==> config.mk <==
export PLATFORM = sky130hd
export DESIGN_NAME = qkv_requant_cache
export DESIGN_NICKNAME = d
export VERILOG_FILES = /design/src/rtl/qkv_pkg.sv /design/src/rtl/qkv_requant_cache_requant_sat.sv /design/src/rtl/qkv_requant_cache.sv
export SDC_FILE = /design/constraint.sdc
export NUM_CORES = 2
export LEC_CHECK = 0
export CORE_MARGIN = 4
export CORE_UTILIZATION = 57
export DETAILED_ROUTE_END_ITERATION = 8
export PLACE_DENSITY = 0.83
export SYNTH_ARGS = -nofsm -noshare
export SYNTH_HDL_FRONTEND = slang
export SYNTH_SLANG_ARGS = --single-unit
==> constraint.sdc <==
create_clock -name clk -period 15.25 [get_ports clk]
set_input_delay 3.8125 -clock clk [delete_from_list [all_inputs] [get_ports clk]]
set_output_delay 3.8125 -clock clk [all_outputs]
set_load 0.01 [all_outputs]
==> src/rtl/qkv_pkg.sv <==
// Shared defaults, accumulator-width helper and FSM state type for the
// QKV requantizer and K/V cache.
package qkv_pkg;

  localparam int N_DEF       = 32;
  localparam int DW_DEF      = 4;
  localparam int PE_NUM_DEF  = 12;
  localparam int SEQ_LEN_DEF = 8;

  // Width of a projection accumulator: product of two DW-bit values summed N times.
  function automatic int calc_aw(input int dw, input int n);
    return 2 * dw + $clog2(n);
  endfunction

  typedef enum logic [1:0] {
    IDLE = 2'd0,
    CONV = 2'd1,
    HOLD = 2'd2
  } state_e;

endpackage

==> src/rtl/qkv_requant_cache_requant_sat.sv <==
// Combinational round-half-up arithmetic right shift of one accumulator
// element, saturated to DW signed bits; sat flags a clipped result.
module requant_sat #(
  parameter int DW = 4,
  parameter int AW = 13
) (
  input  logic [AW-1:0] x,
  input  logic [3:0]    shift,
  output logic [DW-1:0] y,
  output logic          sat
);

  localparam logic signed [AW:0] MAX_V = (AW+1)'((1 <<< (DW - 1)) - 1);
  localparam logic signed [AW:0] MIN_V = (AW+1)'(-(1 <<< (DW - 1)));

  logic [3:0]        sh;
  logic [AW:0]       half;
  logic signed [AW:0] xe;
  logic signed [AW:0] rnd;
  logic signed [AW:0] r;

  always_comb begin
    sh   = (int'(shift) >= AW) ? 4'(AW - 1) : shift;
    xe   = {x[AW-1], x};
    // half = 1 << (sh-1), which collapses to 0 when sh is 0
    half = ({{AW{1'b0}}, 1'b1} << sh) >> 1;
    rnd  = $signed(half);
    r    = (xe + rnd) >>> sh;
    y    = r[DW-1:0];
    sat  = 1'b0;
    if (r > MAX_V) begin
      y   = MAX_V[DW-1:0];
      sat = 1'b1;
    end else if (r < MIN_V) begin
      y   = MIN_V[DW-1:0];
      sat = 1'b1;
    end
  end

endmodule

==> src/rtl/qkv_requant_cache.sv <==
// Requantizes one token of Q/K/V projections head-by-head, presents Q on a
// valid/ready port and appends K/V to a masked cache. Option: QKV_SAT_CNT_EN.
module qkv_requant_cache
  import qkv_pkg::*;
#(
  parameter int N       = N_DEF,
  parameter int DW      = DW_DEF,
  parameter int PE_NUM  = PE_NUM_DEF,
  parameter int SEQ_LEN = SEQ_LEN_DEF
) (
  input  logic                                      clk,
  input  logic                                      rst,
  input  logic                                      in_valid,
  output logic                                      in_ready,
  input  logic [PE_NUM-1:0][calc_aw(DW, N)-1:0]     in_q,
  input  logic [PE_NUM-1:0][calc_aw(DW, N)-1:0]     in_k,
  input  logic [PE_NUM-1:0][calc_aw(DW, N)-1:0]     in_v,
  input  logic [3:0]                                shift,
  input  logic                                      clear,
  output logic                                      q_valid,
  input  logic                                      q_ready,
  output logic [PE_NUM-1:0][DW-1:0]                 q_out,
  input  logic [$clog2(SEQ_LEN)-1:0]                kv_rd_addr,
  output logic [PE_NUM-1:0][DW-1:0]                 k_rd,
  output logic [PE_NUM-1:0][DW-1:0]                 v_rd,
  output logic [$clog2(SEQ_LEN+1)-1:0]              tok_count,
  output logic                                      cache_full
`ifdef QKV_SAT_CNT_EN
  ,
  output logic [15:0]                               sat_count
`endif
);

  localparam int AW = calc_aw(DW, N);
  localparam int HW = $clog2(PE_NUM);
  localparam int PW = $clog2(SEQ_LEN);
  localparam int CW = $clog2(SEQ_LEN + 1);

  state_e                      state_q, state_d;
  logic [HW-1:0]               h_q, h_d;
  logic [PW-1:0]               wr_ptr_q, wr_ptr_d;
  logic [CW-1:0]               tok_count_q, tok_count_d;
  logic [3:0]                  shift_q, shift_d;
  logic [PE_NUM-1:0][AW-1:0]   xq_q, xq_d, xk_q, xk_d, xv_q, xv_d;
  logic [PE_NUM-1:0][DW-1:0]   q_buf_q, q_buf_d;
  logic [PE_NUM-1:0][DW-1:0]   k_rd_q, k_rd_d, v_rd_q, v_rd_d;
  logic [PE_NUM-1:0][DW-1:0]   kmem [SEQ_LEN];
  logic [PE_NUM-1:0][DW-1:0]   vmem [SEQ_LEN];

  logic [2:0][AW-1:0]          x_sel;
  logic [2:0][DW-1:0]          y_sel;
  logic [2:0]                  sat_sel;
  logic                        accept;
  logic                        clear_eff;
  logic                        rd_hit;

  assign cache_full = (tok_count_q == CW'(SEQ_LEN));
  assign in_ready   = (state_q == IDLE) && !cache_full && !clear;
  assign accept     = in_valid && in_ready;
  assign clear_eff  = (state_q == IDLE) && clear;
  assign q_valid    = (state_q == HOLD);
  assign q_out      = q_buf_q;
  assign k_rd       = k_rd_q;
  assign v_rd       = v_rd_q;
  assign tok_count  = tok_count_q;

  assign x_sel[0] = xq_q[h_q];
  assign x_sel[1] = xk_q[h_q];
  assign x_sel[2] = xv_q[h_q];

  for (genvar gi = 0; gi < 3; gi++) begin : g_rq
    requant_sat #(.DW(DW), .AW(AW)) u_rq (
      .x     (x_sel[gi]),
      .shift (shift_q),
      .y     (y_sel[gi]),
      .sat   (sat_sel[gi])
    );
  end

  always_comb begin
    state_d     = state_q;
    h_d         = h_q;
    wr_ptr_d    = wr_ptr_q;
    tok_count_d = tok_count_q;
    shift_d     = shift_q;
    xq_d        = xq_q;
    xk_d        = xk_q;
    xv_d        = xv_q;
    q_buf_d     = q_buf_q;
    case (state_q)
      IDLE: begin
        if (clear) begin
          wr_ptr_d    = '0;
          tok_count_d = '0;
        end else if (accept) begin
          xq_d    = in_q;
          xk_d    = in_k;
          xv_d    = in_v;
          shift_d = shift;
          h_d     = '0;
          state_d = CONV;
        end
      end
      CONV: begin
        q_buf_d[h_q] = y_sel[0];
        if (h_q == HW'(PE_NUM - 1)) begin
          h_d         = '0;
          wr_ptr_d    = (wr_ptr_q == PW'(SEQ_LEN - 1)) ? '0 : wr_ptr_q + 1'b1;
          tok_count_d = tok_count_q + 1'b1;
          state_d     = HOLD;
        end else begin
          h_d = h_q + 1'b1;
        end
      end
      HOLD: begin
        if (q_ready) state_d = IDLE;
      end
      default: state_d = IDLE;
    endcase
  end

  // Slots at or beyond tok_count read as zero, so stale RAM contents never leak.
  always_comb begin
    rd_hit = CW'(kv_rd_addr) < tok_count_q;
    k_rd_d = rd_hit ? kmem[kv_rd_addr] : '0;
    v_rd_d = rd_hit ? vmem[kv_rd_addr] : '0;
  end

  always_ff @(posedge clk) begin
    if (!rst) begin
      state_q     <= IDLE;
      h_q         <= '0;
      wr_ptr_q    <= '0;
      tok_count_q <= '0;
      shift_q     <= '0;
      xq_q        <= '0;
      xk_q        <= '0;
      xv_q        <= '0;
      q_buf_q     <= '0;
      k_rd_q      <= '0;
      v_rd_q      <= '0;
    end else begin
      state_q     <= state_d;
      h_q         <= h_d;
      wr_ptr_q    <= wr_ptr_d;
      tok_count_q <= tok_count_d;
      shift_q     <= shift_d;
      xq_q        <= xq_d;
      xk_q        <= xk_d;
      xv_q        <= xv_d;
      q_buf_q     <= q_buf_d;
      k_rd_q      <= k_rd_d;
      v_rd_q      <= v_rd_d;
    end
  end

  always_ff @(posedge clk) begin
    if (rst && state_q == CONV) begin
      kmem[wr_ptr_q][h_q] <= y_sel[1];
      vmem[wr_ptr_q][h_q] <= y_sel[2];
    end
  end

`ifdef QKV_SAT_CNT_EN
  logic [15:0] sat_count_q, sat_count_d;
  logic [16:0] sat_sum;

  always_comb begin
    sat_sum     = {1'b0, sat_count_q} + 17'({1'b0, sat_sel[0]} + {1'b0, sat_sel[1]} + {1'b0, sat_sel[2]});
    sat_count_d = sat_count_q;
    if (clear_eff) begin
      sat_count_d = '0;
    end else if (state_q == CONV) begin
      sat_count_d = sat_sum[16] ? 16'hFFFF : sat_sum[15:0];
    end
  end

  always_ff @(posedge clk) begin
    if (!rst) sat_count_q <= '0;
    else      sat_count_q <= sat_count_d;
  end

  assign sat_count = sat_count_q;
`else
  logic [2:0] sat_unused;
  logic       clear_eff_unused;
  assign sat_unused       = sat_sel;
  assign clear_eff_unused = clear_eff;
`endif

endmodule

After elaboration in Yosys (flattened, before gate mapping)
Memory sizes are Yosys's and may differ from the RTL's. A register that Yosys moved wholly into a read port is not among the register bits.
Cells that the tools add are included.
{ "word_totals": {"ram_bits": 768, "wordCells": 136, "memories": 2, "inputBits": 480, "output_inout_bits": 151, "reg_bits": 533} }
{ "op_classes": {"reduce_logical": 16, "muxes": 34, "eq_ne": 10, "bitwise": 1, "add_sub_neg": 6, "shifts": 4, "order_cmp": 10} }
{ "memory_table": {"columns": ["name", "depth", "word_bits", "read_ports", "rd_clocked_by_memory_dff", "write_ports", "line_no", "source"], "rows": [
  ["kmem", 8, 48, 1, 1, 1, "qkv_requant_cache.sv:47", "logic [PE_NUM-1:0][DW-1:0] kmem [SEQ_LEN];"],
  ["vmem", 8, 48, 1, 1, 1, "qkv_requant_cache.sv:48", "logic [PE_NUM-1:0][DW-1:0] vmem [SEQ_LEN];"]
]} }
{ "op_table": {"columns": ["op", "count"], "rows": [
  ["binary-select mux 13 bit (select 4 bit)", 3],
  ["2-to-1 mux 4 bit", 13],
  ["bitwise mux 48 bit", 1],
  ["2-to-1 mux 48 bit", 1],
  ["adder 13 x 14 -> 14 bit", 3],
  ["> comparator 14 x 4 -> 1 bit, second input constant", 3],
  ["< comparator 14 x 4 -> 1 bit, second input constant", 3],
  [">>> shifter 14 x 4 -> 14 bit", 3],
  ["2-to-1 mux 13 bit", 3],
  ["demux 4 bit (select 4 bit)", 1],
  ["one-hot mux 4 bit (2 select lines)", 2],
  ["left shift 1 x 4 -> 14 bit, first input constant", 1],
  ["2-to-1 mux 3 bit", 3],
  ["AND reduction 3 bit", 3],
  ["adder 4 x 1 -> 4 bit, second input constant", 2],
  ["== test 4 bit, second input constant", 2],
  ["2-to-1 mux 2 bit", 4],
  ["!= test 2 bit, second input constant", 4],
  ["one-hot mux 2 bit (3 select lines)", 1],
  ["one-hot mux 3 bit (2 select lines)", 1],
  ["logical AND 1 bit", 5],
  ["< comparator 4 x 5 -> 1 bit, second input constant", 1],
  [">= comparator 4 x 1 -> 1 bit, second input constant", 1],
  [">= comparator 4 bit, second input constant", 1],
  ["13 further kinds", 16]
]} }

Longest topological paths before layout
{ "depth": {"word_depth": 9, "mapped_depth": 27, "ltp_nobuf": 19} }

By module
A second synthesis with hierarchy kept.
{ "unflattened": {"hier_cells": 4933, "hier_area_um2": 59518.3} }
{ "by_module_without_submodules": {"columns": ["module", "area_each_um2", "cells_per_inst", "n_inst", "seq_area_each_um2"], "rows": [
  ["qkv_requant_cache", 53829.1, 4096, 1, 35654.2],
  ["requant_sat at g_rq[1].u_rq ...", 1890.6, 282, 2, 0.0],
  ["requant_sat at g_rq[0].u_rq", 1908.1, 273, 1, 0.0]
]} }

Worst setup path after synthesis
OpenSTA, ideal clock, no wires.
{ "synth_path": {"kind": "register to register", "start": "register h_q[1]", "end": "memory kmem[0][10] (netlist name) (data pin)", "stages_incl_launch_ff": 26, "n_path_buf": 8, "required_time_ps": 14301, "setup_ps": 949, "period_less_slack_ps": 11584, "setup_slack_ps": 3666, "arrival_time_ps": 10635, "path_cell_list": "dfxtp_1 > buf_6 > buf_8 > buf_6 > buf_2 > buf_1 > clkbuf_1 > clkbuf_1 > mux4_2 > nand2_1 > o21ai_0 > ha_1 > a21oi_1 > a21boi_0 > a22o_1 > a311oi_2 > a21oi_1 > o21a_1 > or3_1 > o311a_1 > buf_2 > inv_1 > o21ai_0 > a221oi_1 > a41oi_1 > o21ai_0"} }
{ "synth_via": {"elab_chain_len": 7, "word_cells_on_any_way": 8, "cone_classes": "add/sub: 1; order compare: 2; shift: 1; mux: 4"} }
{ "synth_lines": {"columns": ["element", "line_no", "source"], "rows": [
  ["start, declared", "qkv_requant_cache.sv:40", "logic [HW-1:0] h_q, h_d;"],
  ["start signal, assigned", "qkv_requant_cache.sv:132", "h_q <= '0;"],
  ["start signal, assigned", "qkv_requant_cache.sv:144", "h_q <= h_d;"],
  ["binary-select mux 13 bit (select 4 bit) *", "qkv_requant_cache.sv:68", "assign x_sel[1] = xk_q[h_q];"],
  ["2-to-1 mux 13 bit (not written as such) *", "qkv_requant_cache.sv:68", null],
  ["adder 13 x 14 -> 14 bit *", "qkv_requant_cache_requant_sat.sv:28", "r = (xe + rnd) >>> sh;"],
  [">>> shifter 14 x 4 -> 14 bit *", "qkv_requant_cache_requant_sat.sv:28", null],
  ["< comparator 14 x 4 -> 1 bit", "qkv_requant_cache_requant_sat.sv:34", "end else if (r < MIN_V) begin"],
  ["2-to-1 mux 4 bit", "qkv_requant_cache_requant_sat.sv:34", null],
  ["2-to-1 mux 4 bit *", "qkv_requant_cache_requant_sat.sv:31", "if (r > MAX_V) begin"],
  ["via g_rq[1].u_rq.y[2]", "qkv_requant_cache_requant_sat.sv:9", "output logic [DW-1:0] y,"],
  ["end, declared", "qkv_requant_cache.sv:47", null]
]} }
The timed path passes the listed nets; every way through them passes the cells marked *. The select of a mux whose other input is x is not followed.

Worst setup path after layout
{ "layout_path": {"start": "register h_q[0]", "end": "memory vmem[1][37] (netlist name) (data pin)"} }
{ "layout_via": {"elab_chain_len": 7, "word_cells_on_any_way": 8, "cone_classes": "add/sub: 1; order compare: 2; shift: 1; mux: 4"} }
{ "layout_lines": {"columns": ["element", "line_no", "source"], "rows": [
  ["binary-select mux 13 bit (select 4 bit) *", "qkv_requant_cache.sv:69", "assign x_sel[2] = xv_q[h_q];"],
  ["2-to-1 mux 13 bit (not written as such) *", "qkv_requant_cache.sv:69", null],
  ["adder 13 x 14 -> 14 bit *", "qkv_requant_cache_requant_sat.sv:28", null],
  [">>> shifter 14 x 4 -> 14 bit *", "qkv_requant_cache_requant_sat.sv:28", null],
  ["< comparator 14 x 4 -> 1 bit", "qkv_requant_cache_requant_sat.sv:34", null],
  ["2-to-1 mux 4 bit", "qkv_requant_cache_requant_sat.sv:34", null],
  ["2-to-1 mux 4 bit *", "qkv_requant_cache_requant_sat.sv:31", null],
  ["via g_rq[2].u_rq.y[1]", "qkv_requant_cache_requant_sat.sv:9", null],
  ["end, declared", "qkv_requant_cache.sv:48", null]
]} }
Marks and branches as above.

==> results.md <==
Clock network:
- The tree is rooted in a sky130_fd_sc_hd__clkbuf_16.
- The H-tree generated during clock tree synthesis spans 4 levels.
- The number of gates resized after CTS was 0.
- The number of hold-repair buffers added at the cts stage is 0.
- The register clock-pin slew on the reported worst setup and hold paths is 0.06 ns.
- TritonCTS built the clock tree.
- Buffers inserted during clock tree synthesis total 137.
- The clock insertion delay at the later pin of the skew report is 0.79 ns.
- No sink is reached through more buffers than the 3 on the longest clock path.
- The number of buffers inserted to repair setup after CTS is 0.
- For this design, the sink count on the clock tree is 1397.

Global route:
- Across every metal layer, demand over resource in global routing totals 32.0%.
- Entering global routing, the biggest net connects 235 pins.
- The met2 routing resource usage after global routing is 52.5%.
- The met3 capacity usage during global routing is 7.03%.
- The first global-routing pass estimated 262000 um of wire.
- The layer flagged by global routing as most heavily used is met2.
- The total grt overflow is 0.
- The number of antenna violations at the first check in global routing is 35.
- The number of global-route vias before repair came to 42.1k.
- The met1 global-route usage is 40.7%.

Status:
- The run finished with clean final reports.

Finish:
- The post-route netlist has 11.6% of its cells at a drive strength greater than 1.
- The post-layout utilization of the core is 69.5%.
- Leaving out fill and tap cells, the most frequent cells in the layout are sky130_fd_sc_hd__nand2_1 (1086), sky130_fd_sc_hd__edfxtp_1 (768), sky130_fd_sc_hd__clkdlybuf4s50_1 (626).
- The non-filler instance count after layout is 6897.
- Compared with the post-synthesis result, the final layout area differs by 20.4%.
- The net count reported at finish is 5902.
- The finished layout cell area is 0.0711 mm2.
- The leading cell type in the layout, fill and taps excluded is sky130_fd_sc_hd__nand2_1.
- After filler insertion, the fill cell instance count of the layout stands at 6774.

Floorplanning:
- The core box area is 0.102 mm2.
- The effective utilization at floorplan is 57.7%.
- The area of the die is 0.109 mm2.
- Measured along the y axis, the die boundary spans 330 um.
- After floorplanning, the core was divided into 117 placement rows.
- The die boundary width is 330 um.
- The count of boundary I/O pins is 631.

Routing:
- Wires add up to 176000 um.
- The via count of the routed design is 42.8k.
- Using the TritonRoute via totals, the vias-per-cell ratio works out to 6.21.
- The first-pass iteration count of the detailed router is 6.
- The number of remaining DRC errors is 0.
- The iteration-0 DRC count of the detailed router is 5331.
- The residual antenna-violating net count after detailed routing is 0.
- The average detailed-routed wire length per instance is 25.5 um.

Job:
- The max-cap check violation count is 0.

Timing:
- The number of slew-limit violations in the final report was 0.
- The worst slew margin relative to its limit is 18.6%.
- For the pin with the worst max-slew slack, the measured transition is 1.22 ns.
- The final critical delay including setup and external delays is 9.44 ns.
- The number of hold violations in the final report came to 0.
- The tightest hold path in the finished design has a slack of 0.452 ns.
- Across the routed clock network, the largest skew measured is 0.0733 ns.
- The share of the cycle needed by the critical path after routing is 61.9%.
- After routing, the total negative slack on setup checks comes to 0 ns.
- Setup violations remaining at the end of the flow were counted as 0.
- Setup repair after global routing left no endpoint under its margin.
- After layout, the worst setup slack is 5.81 ns.
- Derived from the worst setup path, the maximum achievable clock frequency is 0.106 GHz.

Place:
- Detailed placement ended at an HPWL of 112000 um.
- The pre-CTS setup slack is 5.96 ns.
- The post-placement cell count is 6611.
- The port buffer count is 630.
- The placed standard-cell area is 0.0662 mm2.
- The congestion estimate from routability-driven global placement came to 0.905.

Worst setup path:
- The cell class contributing the biggest share of worst-path delay is compound AO/OA/AOI/OAI gates.
- The critical path is of the register to register type.
- The element type at the critical path end is a register.
- In this run the worst path has a maximum fanout of 101.
- For the worst setup path, the data arrival time is 9.89 ns.
- The number of buffers and inverters on the critical path is 5.
- The critical path launch point type is a register.
- In this design, the critical path's most frequently occurring cell is sky130_fd_sc_hd__buf_4.
- For this run, the slowest stage of the critical path takes 0.98 ns.
- The signal on the critical path passes through buf_4, buf_4, mux4_2, mux2i_1, o21ai_0, ha_1, or2_2, a221o_1, o221ai_1, o311ai_2, a31o_2, a221oi_4, buf_4, inv_1, o211ai_1, o21ai_0, a2111oi_0, a21oi_1, o21bai_4, buf_4.
- The slowest stage of the critical path is the sky130_fd_sc_hd__o21bai_4 cell.
- The data required time of the critical path is 15.70 ns.

Power and ir drop:
- The completed layout was analyzed and its total power is 8.66 mW.
- The maximum vdd ir drop is 92.2 uV.
- In this run the power density over the cells is 122 mW/mm2.
- The analysis attributes to cell leakage a power of 24.1 nW.

Synth:
- The Yosys step of the flow raised 0 warnings.
- The portion of synthesized area spent on multiplexers is 14.4%.
- For this run, asynchronously set or reset flops after synthesis account for 0%.
- The prevailing post-synth register cell is sky130_fd_sc_hd__edfxtp_1.
- Counting flops with a built-in enable in the synthesized netlist gives 768.
- The dominant combinational cell family by area after synthesis is multiplexers.
- The post-synth design cell area is 0.0591 mm2.
- After Yosys synthesis, full adders, half adders and majority gates account for 0.901% of the synthesized area.
- Synthesis inferred 1397 register bits.
- The average size of a mapped cell is 12.0 um2.
- The count of cell types in the netlist is 118.
- The simple-gate share of the synthesized area is 11.1%.
- In the synthesized netlist, the number of instances is 4916.
- For this run, the register share of the synthesized area comes to 60.4%.
- The share of the synthesized netlist area taken by xor and xnor gates is 0.475%.
- The area fraction in compound gates after synthesis is 10.1%.

Worst hold path:
- The min-delay analysis places its worst path in the category register to register.
## Yosys cell counts, types with 23 or more instances
| cell | instances | area [um2] |
|---|---|---|
| sky130_fd_sc_hd__a211oi_1 | 27 | 203 |
| sky130_fd_sc_hd__a21oi_1 | 569 | 2850 |
| sky130_fd_sc_hd__and2_1 | 34 | 213 |
| sky130_fd_sc_hd__buf_1 | 51 | 191 |
| sky130_fd_sc_hd__clkbuf_1 | 273 | 1020 |
| sky130_fd_sc_hd__dfxtp_1 | 629 | 12600 |
| sky130_fd_sc_hd__edfxtp_1 | 768 | 23100 |
| sky130_fd_sc_hd__ha_1 | 40 | 500 |
| sky130_fd_sc_hd__inv_1 | 27 | 101 |
| sky130_fd_sc_hd__mux2i_1 | 190 | 1900 |
| sky130_fd_sc_hd__mux4_2 | 287 | 6460 |
| sky130_fd_sc_hd__nand2_1 | 1087 | 4080 |
| sky130_fd_sc_hd__nand3_1 | 29 | 145 |
| sky130_fd_sc_hd__nor2_1 | 312 | 1170 |
| sky130_fd_sc_hd__nor3_1 | 32 | 160 |
| sky130_fd_sc_hd__o211ai_1 | 23 | 173 |
| sky130_fd_sc_hd__o21ai_0 | 119 | 596 |
## layout make-up
cell class / instances / area, um2 / share of cell area (%)
repair buffers: 679 / 6720 / 9.46
clock inverters: 56 / 841 / 1.18
inverters: 29 / 118 / 0.165
flip-flops and latches: 1397 / 35700 / 50.2
clock buffers: 197 / 3980 / 5.60
diodes: 33 / 82.6 / 0.116
multi-input cells: 3138 / 22000 / 30.9
well taps: 1368 / 1710 / 2.41
## sequential cells by signal, summed over array words and instances, names as in the netlist
name       count
kmem         384
v_rd          48
k_rd          48
shift_q        4
xk_q         156
state_q        2
h_q            4
wr_ptr_q       3
vmem         384
q_out         48
xv_q         156
tok_count      4
xq_q         156
## final timing paths
kind	startpoint	endpoint	slack, ns	cells after the start
worst max register to register	h_q[0]	vmem[1][37]	5.81	20
worst min-delay path	xv_q[97]	xv_q[97]	0.45	2
worst min register to register	xv_q[97]	xv_q[97]	0.45	2
worst max-delay path	h_q[0]	vmem[1][37]	5.81	20
## metal layers
layer  vias to the layer above  share of wire [%]
met5                         -              0.026
met3                       475                9.3
met2                      2454                 49
met4                         8                5.0
met1                     21000                 37
li1                      18900                  -
## power breakdown
part           total, mW  internal, mW  switching (mW)
sequential          4.19          4.15          0.0418
clock               3.55          2.01            1.54
combinational      0.918         0.359           0.560
total               8.66          6.52            2.14
## worst register-to-register path: stages, from the launching register on
cell and delay [ns]:
sky130_fd_sc_hd__dfxtp_4 0.56, sky130_fd_sc_hd__buf_4 0.70, sky130_fd_sc_hd__buf_4 0.86, sky130_fd_sc_hd__mux4_2 0.71, sky130_fd_sc_hd__mux2i_1 0.15, sky130_fd_sc_hd__o21ai_0 0.17
sky130_fd_sc_hd__ha_1 0.30, sky130_fd_sc_hd__or2_2 0.32, sky130_fd_sc_hd__a221o_1 0.32, sky130_fd_sc_hd__o221ai_1 0.16, sky130_fd_sc_hd__o311ai_2 0.21, sky130_fd_sc_hd__a31o_2 0.34
sky130_fd_sc_hd__a221oi_4 0.25, sky130_fd_sc_hd__buf_4 0.86, sky130_fd_sc_hd__inv_1 0.30, sky130_fd_sc_hd__o211ai_1 0.36, sky130_fd_sc_hd__o21ai_0 0.13, sky130_fd_sc_hd__a2111oi_0 0.44
sky130_fd_sc_hd__a21oi_1 0.30, sky130_fd_sc_hd__o21bai_4 0.98, sky130_fd_sc_hd__buf_4 0.69
## kinds of logic (layout without fill, tap and decap cells)
group / count (synthesis) / count (layout)
AOI/OAI and AO/OA: 972 / 972
xor gates and xnor gates: 32 / 32
adders and majority gates: 43 / 43
buffers and inverters: 383 / 961
DFF: 1397 / 1397
muxes: 486 / 486
other: 1 / 36
and+or+nand+nor: 1602 / 1602
No activity file was read; power rests on OpenSTA's default activity.
